$ cat src/rtl/touch_pkg.sv
// Shared encodings for the touch-key LED controller.
package touch_pkg;

    typedef enum logic [1:0] {
        MODE_OFF    = 2'd0,
        MODE_STATIC = 2'd1,
        MODE_FLOW   = 2'd2,
        MODE_BLINK  = 2'd3
    } mode_t;

    // Key meaning is fixed by index.
    localparam int KEY_PWR  = 0;
    localparam int KEY_MODE = 1;
    localparam int KEY_UP   = 2;
    localparam int KEY_DN   = 3;

    // Pattern load values on mode entry.
    localparam logic [3:0] FLOW_LOAD  = 4'b0001;
    localparam logic [3:0] BLINK_LOAD = 4'b1111;

    // Rotate a 4-bit LED pattern left with wrap (1000 -> 0001).
    function automatic logic [3:0] rotl4(input logic [3:0] v);
        return {v[2:0], v[3]};
    endfunction

endpackage

$ cat src/rtl/touch_debounce.sv
// One touch key: 2-FF synchroniser, stability counter and press pulse.
// Pads idle high, so everything resets to the released level.
module touch_debounce #(
    parameter int DEB_CNT = 1_000_000
) (
    input  logic clk,
    input  logic rst,
    input  logic key_raw,
    output logic key_evt
);

    localparam int CW = (DEB_CNT > 1) ? $clog2(DEB_CNT) : 1;

    logic          sync1;
    logic          sync2;
    logic          stable;
    logic [CW-1:0] cnt;

    // Bring the asynchronous pad level into the clock domain.
    always_ff @(posedge clk or posedge rst) begin
        if (rst) begin
            sync1 <= 1'b1;
            sync2 <= 1'b1;
        end else begin
            sync1 <= key_raw;
            sync2 <= sync1;
        end
    end

    // Accept a new level only after it has differed from the stable level
    // for DEB_CNT consecutive cycles; pulse on an accepted press (1->0).
    always_ff @(posedge clk or posedge rst) begin
        if (rst) begin
            stable  <= 1'b1;
            cnt     <= '0;
            key_evt <= 1'b0;
        end else begin
            key_evt <= 1'b0;
            if (sync2 == stable) begin
                cnt <= '0;
            end else if (cnt == CW'(DEB_CNT - 1)) begin
                stable  <= sync2;
                cnt     <= '0;
                key_evt <= ~sync2;
            end else begin
                cnt <= cnt + CW'(1);
            end
        end
    end

endmodule

$ cat src/rtl/touch_led_ctrl.sv
// Touch-key front end: debounce, press arbitration, LED mode FSM,
// animation tick timer and LED pattern register.
module touch_led_ctrl
    import touch_pkg::*;
#(
    parameter int NKEY     = 4,
    parameter int DEB_CNT  = 1_000_000,
    parameter int TICK_CNT = 25_000_000
) (
    input  logic            sys_clk,
    input  logic            sys_rst,
    input  logic [NKEY-1:0] touch_key,
    output logic [3:0]      led_out,
    output logic [1:0]      mode,
    output logic [1:0]      speed,
    output logic [NKEY-1:0] key_evt
);

    localparam int TW = (TICK_CNT > 1) ? $clog2(TICK_CNT) : 1;

    // ---------------- per-key debounce ----------------
    for (genvar i = 0; i < NKEY; i++) begin : g_key
        touch_debounce #(.DEB_CNT(DEB_CNT)) u_deb (
            .clk     (sys_clk),
            .rst     (sys_rst),
            .key_raw (touch_key[i]),
            .key_evt (key_evt[i])
        );
    end

    // ---------------- arbitration ----------------
    logic [NKEY-1:0] pending;
    logic [NKEY-1:0] req;
    logic [NKEY-1:0] grant;

    assign req   = pending | key_evt;
    assign grant = req & (~req + NKEY'(1));   // isolate lowest set bit

    // Presses not granted this cycle wait their turn in index order.
    always_ff @(posedge sys_clk or posedge sys_rst) begin
        if (sys_rst) pending <= '0;
        else         pending <= req & ~grant;
    end

    // ---------------- mode / speed FSM ----------------
    mode_t      mode_q, mode_nxt;
    mode_t      rem_q, rem_nxt;
    logic [1:0] speed_q, speed_nxt;

    // State register; the power key returns to the remembered mode.
    always_ff @(posedge sys_clk or posedge sys_rst) begin
        if (sys_rst) begin
            mode_q  <= MODE_OFF;
            rem_q   <= MODE_STATIC;
            speed_q <= 2'd0;
        end else begin
            mode_q  <= mode_nxt;
            rem_q   <= rem_nxt;
            speed_q <= speed_nxt;
        end
    end

    // Next state from the single granted key.
    always_comb begin
        mode_nxt  = mode_q;
        rem_nxt   = rem_q;
        speed_nxt = speed_q;
        if (grant[KEY_PWR]) begin
            if (mode_q == MODE_OFF) begin
                mode_nxt = rem_q;
            end else begin
                mode_nxt = MODE_OFF;
                rem_nxt  = mode_q;
            end
        end else if (grant[KEY_MODE]) begin
            case (mode_q)
                MODE_STATIC: mode_nxt = MODE_FLOW;
                MODE_FLOW:   mode_nxt = MODE_BLINK;
                MODE_BLINK:  mode_nxt = MODE_STATIC;
                default:     mode_nxt = mode_q;
            endcase
        end else if (grant[KEY_UP]) begin
            if (speed_q != 2'd3) speed_nxt = speed_q + 2'd1;
        end else if (grant[KEY_DN]) begin
            if (speed_q != 2'd0) speed_nxt = speed_q - 2'd1;
        end
    end

    // ---------------- animation tick ----------------
    logic [TW-1:0] tick_cnt;
    logic [TW-1:0] tick_max;
    logic          running;
    logic          changed;
    logic          tick;

    assign tick_max = TW'((TICK_CNT >> speed_q) - 1);
    assign running  = (mode_q == MODE_FLOW) || (mode_q == MODE_BLINK);
    assign changed  = (mode_nxt != mode_q) || (speed_nxt != speed_q);
    assign tick     = running && (tick_cnt == tick_max);

    // Free-running period counter, restarted on every mode/speed change.
    always_ff @(posedge sys_clk or posedge sys_rst) begin
        if (sys_rst)                 tick_cnt <= '0;
        else if (changed || !running) tick_cnt <= '0;
        else if (tick)               tick_cnt <= '0;
        else                         tick_cnt <= tick_cnt + TW'(1);
    end

    // ---------------- LED pattern ----------------
    logic [3:0] led_q;
    mode_t      mode_d;   // mode seen last cycle, to detect entry

    // Load on mode entry, then animate on ticks.
    always_ff @(posedge sys_clk or posedge sys_rst) begin
        if (sys_rst) begin
            led_q  <= 4'b0000;
            mode_d <= MODE_OFF;
        end else begin
            mode_d <= mode_q;
            case (mode_q)
                MODE_OFF:    led_q <= 4'b0000;
                MODE_STATIC: led_q <= 4'b1111;
                MODE_FLOW: begin
                    if (mode_d != MODE_FLOW) led_q <= FLOW_LOAD;
                    else if (tick)           led_q <= rotl4(led_q);
                end
                MODE_BLINK: begin
                    if (mode_d != MODE_BLINK) led_q <= BLINK_LOAD;
                    else if (tick)            led_q <= ~led_q;
                end
                default:     led_q <= 4'b0000;
            endcase
        end
    end

    assign led_out = led_q;
    assign mode    = mode_q;
    assign speed   = speed_q;

endmodule
$ cat config.mk
export PLATFORM = sky130hd
export DESIGN_NAME = touch_led_ctrl
export DESIGN_NICKNAME = d
export VERILOG_FILES = /design/src/rtl/touch_pkg.sv /design/src/rtl/touch_debounce.sv /design/src/rtl/touch_led_ctrl.sv
export SDC_FILE = /design/constraint.sdc
export NUM_CORES = 1
export LEC_CHECK = 0
export CAP_MARGIN = 30
export CORE_ASPECT_RATIO = 1.1
export CORE_MARGIN = 2
export CORE_UTILIZATION = 45
export DETAILED_ROUTE_END_ITERATION = 12
export PLACE_DENSITY = 0.63
export SETUP_SLACK_MARGIN = 0.5
export SLEW_MARGIN = 20
export SYNTH_ARGS = -nofsm -noshare
export SYNTH_HDL_FRONTEND = slang
export SYNTH_SLANG_ARGS = --single-unit
$ cat constraint.sdc
create_clock -name sys_clk -period 9.2 [get_ports sys_clk]
set_input_delay 1.84 -clock sys_clk [delete_from_list [all_inputs] [get_ports sys_clk]]
set_output_delay 1.84 -clock sys_clk [all_outputs]
set_load 0.01 [all_outputs]
# Yosys cells after proc, flatten, opt, wreduce, memory -nomap -nowiden
# Cells that the tools add are included.
# word_totals
ff_bits	137
latchBits	0
ram_bits	0
rom_bits	0
input_bits	6
out_inout_bits	12
elab_cells	117
mem_count	0
# classes
addsub	9
mul	0
div_mod_pow	0
magnitude_cmp	0
n_eq_ne	19
shift	1
mux	33
n_bitwise	15
reduce_logical	13
# ops
op	n
$mux W20	8
$add A20 B1 Y20 const B	4
$eq A20 B20 Y1 const B	4
$mux W25	2
$add A25 B1 Y25 const B	1
$eq A25 B25 Y1	1
$shr A25 B2 Y25 const A	1
$sub A25 B2 Y25 const B	1
$mux W2	9
$mux W4	4
$pmux W4 S4	1
$not A4 Y4	3
$reduce_and A2 Y1	6
$not A1 Y1	9
$and A4 B4 Y4	2
$mux W1	8
$ne A2 B2 Y1 const B	3
$ne A3 B2 Y1 const B	2
$pmux W2 S3	1
$add A4 B1 Y4 const B	1
$eq A1 B1 Y1	4
$eq A2 B2 Y1 const B	2
$ne A2 B2 Y1	2
$or A4 B4 Y4	1
other kinds (8)	10

# Logic depth before layout (Yosys ltp)
# logic_depth
ltp_word	12
depth_mapped	11
ltp_nobuf	9

# Hierarchy
# A second synthesis with hierarchy kept.
# unflattened
cells_unflattened	686
hier_area_um2	7220.7
# modules_own_cells
mod	instances	cells_each	area_per_inst_um2	seq_area_each_um2
touch_debounce	4	108	1192.4	604.3
touch_led_ctrl	1	254	2451.1	1002.2

# Worst setup path after synthesis
# Ideal clock, no wire load.
# synth_timing
kind	reg-to-reg
start	reg speed_q[1] (netlist: speed[1])
end	reg led_q[0] (netlist: led_out[0])
setup_time_ps	125
t_arrival_ps	2822
required_ps	9075
path_slack_ps	6253
stages_incl_launch_ff	11
path_buffers	2
period_less_slack_ps	2947
cell_sequence	dfrtp_1 -> clkbuf_1 -> nand2_1 -> ha_1 -> xor2_1 -> nand4_1 -> or4_1 -> a2111o_1 -> and3_1 -> buf_6 -> mux2_4
# synth_via
elab_chain_cells	6
word_cells_on_any_way	7
classes_between	1 x add/sub; 3 x eq/ne; 1 x shift; 2 x reduce/logical
# synth_lines
item	line_no	rtl
start, declared	touch_led_ctrl.sv:48	logic [1:0] speed_q, speed_nxt;
start signal, assigned	touch_led_ctrl.sv:59	speed_q <= speed_nxt;
$shr A25 B2 Y25 *	touch_led_ctrl.sv:96	assign tick_max = TW'((TICK_CNT >> speed_q) - 1);
$sub A25 B2 Y25 *	touch_led_ctrl.sv:96	
$eq A25 B25 Y1 *	touch_led_ctrl.sv:99	assign tick = running && (tick_cnt == tick_max);
$logic_and A1 B1 Y1 *	touch_led_ctrl.sv:99	
$ne A3 B2 Y1 (no line)	--	
$reduce_and A2 Y1 (no line) *	--	
end signal, assigned	touch_led_ctrl.sv:125	else if (tick) led_q <= rotl4(led_q);
end signal, assigned	touch_led_ctrl.sv:129	else if (tick) led_q <= ~led_q;
end, declared	touch_led_ctrl.sv:110	logic [3:0] led_q;
# Every way passes the cells marked *; elsewhere a longest branch is shown, timed or not.
# A chain may end at the register's enable or synchronous reset.

# Worst setup path after layout
# layout_timing
start	reg speed_q[1] (netlist: speed[1])
end	out speed[1]
# layout_lines
item	line_no	rtl
end, declared	touch_led_ctrl.sv:15	output logic [1:0] speed,
# No word-level cell between the ends.

==> metrics <==
status=complete, no violations; worst slew pin tran=0.823 ns; total of hold buffers inserted after clock tree synthesis=0; core area=0.0143 mm2; # IOs=18; number of violations of the max-capacitance limit=0; RSZ-0062 raised after global routing=no; library cell occupying the most area in the post-synthesis netlist=dfrtp_1; area of the mapped netlist=0.00658 mm2; initial core utilization=45.9%; post-synthesis register bit count=136; final HPWL from detailed placement=8260 um; post-detailed-routing wire length=12300 um; nature of the critical path startpoint=flip-flop; count of cell types in the netlist=51; Largest delay share family, worst path=buffers and inverters; number of CTS-inserted buffers=17; die area=0.0156 mm2; CP peak stage delay=0.65 ns; Final GP Congestion=0.884; peak ir drop on the vdd network=122 uV; area share of the largest cell type after synthesis=46.8%; met2 WL=5820 um; number of antenna-violating nets in the routed design=0; count of instances resized after the clock tree is built=0; overall power after layout=1.32 mW; Critical Path End Type=primary output; min cycle time layout=3.55 ns; most frequent standard cell in the layout excluding fill and tap cells=nor2_1; Pwr per Cell Area=176 mW/mm2; commonest non-fill, non-tap cells in the layout=nor2_1 (125), dfrtp_1 (123), nand3_1 (54), xor2_1 (50), xnor2_1 (49); proportion of register bits with asynchronous set or reset after synthesis=100%; Slew Viols, Final=0; WL met3=428 um; Synth-to-Final Area Change=14.3%; insertion delay of the later-clocked pin in the worst-skew pair=0.43 ns; Pre-Repair DR Iteration Count=4; die outline width=119 um; type of the worst setup path=flip-flop to primary output; fraction of layout instances using a drive strength above 1=8.38%; clock tree buffer depth=2; Static Leakage=3.11 nW; number of design rule violations left after detail routing=0; ordered list of cells on the worst path=clkdlybuf4s50_1; wire length per cell after detailed routing=13.9 um; fillcell total=1258; max-slew headroom at the worst pin=44.7%; crit path max-delay cell type=clkdlybuf4s50_1; number of port buffers=17; Worst EP arrival=1.71 ns; Inserted Diodes=0; Post-CTS Repair Setup Buffers=0; Post-Syn Area per Cell=9.99 um2; Post-synth top flop=dfrtp_1; number of warnings issued by yosys=0; CTS tree=built; highest layer used for signal routing=met4; routed length on met1=5790 um; crit share post-route=38.6%; antenna violations before repair=0; wire length of the first global-routing pass=21400 um; synthesized net count=673; total vias in the final route=4696; die height=131 um; register area share after synthesis=52.0%; critical path data required time=7.36 ns; clock transition at the registers of the reported paths=0.06 ns; Fin Setup TNS=0 ns; Starting DRT DRC Count=315; GR Overflow Total=0; total number of nets in the final design=694; cell types with the largest area share after synthesis=dfrtp_1 (47%), nor2_1 (7.1%), xor2_1 (6.7%); via count of the first global-routing pass=4718; GRT Total Usage=17.1%; Worst Path Max Fanout=17; final number of setup-violating endpoints=0; pin count of the biggest net entering global routing=79; Clock Sinks=136; Post-synth EDFFs=0; Mapped Cells=658; number of H-tree levels=4; number of core rows=46; Final Hold Fails=0; Highest Clock Rate=0.281 GHz; final std cell area, no fill=0.00752 mm2; worst min-delay path class=flip-flop to flip-flop; Clock Root Buffer=clkbuf_16; Vias per Instance=5.31; Layout Skew=0.0125 ns; count of buffering cells on the critical path with inverters included=1; post-place instance area=0.00692 mm2
layer usage:
layer	track usage, %	up-vias
met4	7.14	0
met5	0	-
li1	-	2288
met3	5.34	25
met1	21.3	2303
met2	27.9	80
stage by stage:
step           instances  hold slack [ns]  utilization [%]  setup WS (ns)
3_3_place_gp         851            0.346             48.2           5.59
2_1_floorplan        658            0.345                -           3.74
3_5_place_dp         852            0.348             48.3           5.54
5_1_grt              884            0.358             52.4           5.57
6_report             884            0.355             52.4           5.65
4_1_cts              884            0.356             52.4           5.63
area by class of cell:
type,instances,area [um2],share of cell area (%)
sequential,136,3420,45.5
multi-input combinational,485,2990,39.8
clock buffer,19,443,5.89
tap,192,240,3.20
timing repair buffer,19,189,2.51
clock inverter,13,154,2.05
inverter,20,80.1,1.07
final timing paths:
check / from / to / slack (ns) / cells past startpoint
min in group asynchronous: sys_rst / g_key[3].u_deb.cnt[1] / 1.92 / 2
hold reg to reg: g_key[0].u_deb.sync1 / g_key[0].u_deb.sync2 / 0.36 / 0
setup / recovery: speed[1] / speed[1] / 5.65 / 1
setup reg to reg: speed[1] / tick_cnt[15] / 5.96 / 9
hold / removal: g_key[0].u_deb.sync1 / g_key[0].u_deb.sync2 / 0.36 / 0
max in group asynchronous: sys_rst / tick_cnt[16] / 6.09 / 3
cells in the mapped netlist (2+ instances only):
| cell type | instances |
|---|---|
| a21oi_1 | 9 |
| a22oi_1 | 3 |
| a31oi_1 | 3 |
| and2_1 | 7 |
| and3_1 | 21 |
| and4_1 | 7 |
| buf_2 | 3 |
| buf_4 | 4 |
| clkbuf_1 | 9 |
| dfrtp_1 | 123 |
| dfstp_2 | 13 |
| ha_1 | 9 |
| inv_1 | 20 |
| mux2_2 | 5 |
| mux2_4 | 4 |
| mux2i_1 | 2 |
| nand2_1 | 33 |
| nand2b_1 | 6 |
| nand3_1 | 54 |
| nand3b_1 | 2 |
| nand4_1 | 15 |
| nor2_1 | 125 |
| nor2b_1 | 6 |
| nor3_1 | 14 |
| nor3b_1 | 7 |
| nor4_1 | 9 |
| nor4b_1 | 6 |
| nor4bb_1 | 2 |
| o21ai_0 | 15 |
| or2_2 | 2 |
| or3_1 | 3 |
| xnor2_1 | 49 |
| xor2_1 | 50 |
power by group:
group,leakage [nW],switching (mW),internal [mW]
Combinational,0.986,0.0206,0.00707
Sequential,1.84,0.00584,0.606
Clock,0.285,0.250,0.430
state kept, by name (all words and copies together), names as in the netlist:
register	flops
g_key.u_deb.cnt	80
g_key.u_deb.key_evt	4
g_key.u_deb.stable	4
g_key.u_deb.sync1	4
g_key.u_deb.sync2	4
led_out	4
mode	2
mode_d	2
pending	3
rem_q	2
speed	2
tick_cnt	25
logic make-up after synthesis:
| logic type | count (synthesis) | share of synthesized area [%] |
|---|---|---|
| adder cells (fa/ha/maj) | 9 | 1.71 |
| XOR/XNOR | 99 | 13.2 |
| AND/OR/NAND/NOR | 323 | 24.4 |
| flip-flops | 136 | 52.0 |
| buffers and inverters | 37 | 2.51 |
| multiplexers | 11 | 2.07 |
| AO/OA/AOI/OAI | 43 | 4.15 |
(Power assumes the default switching activity.)
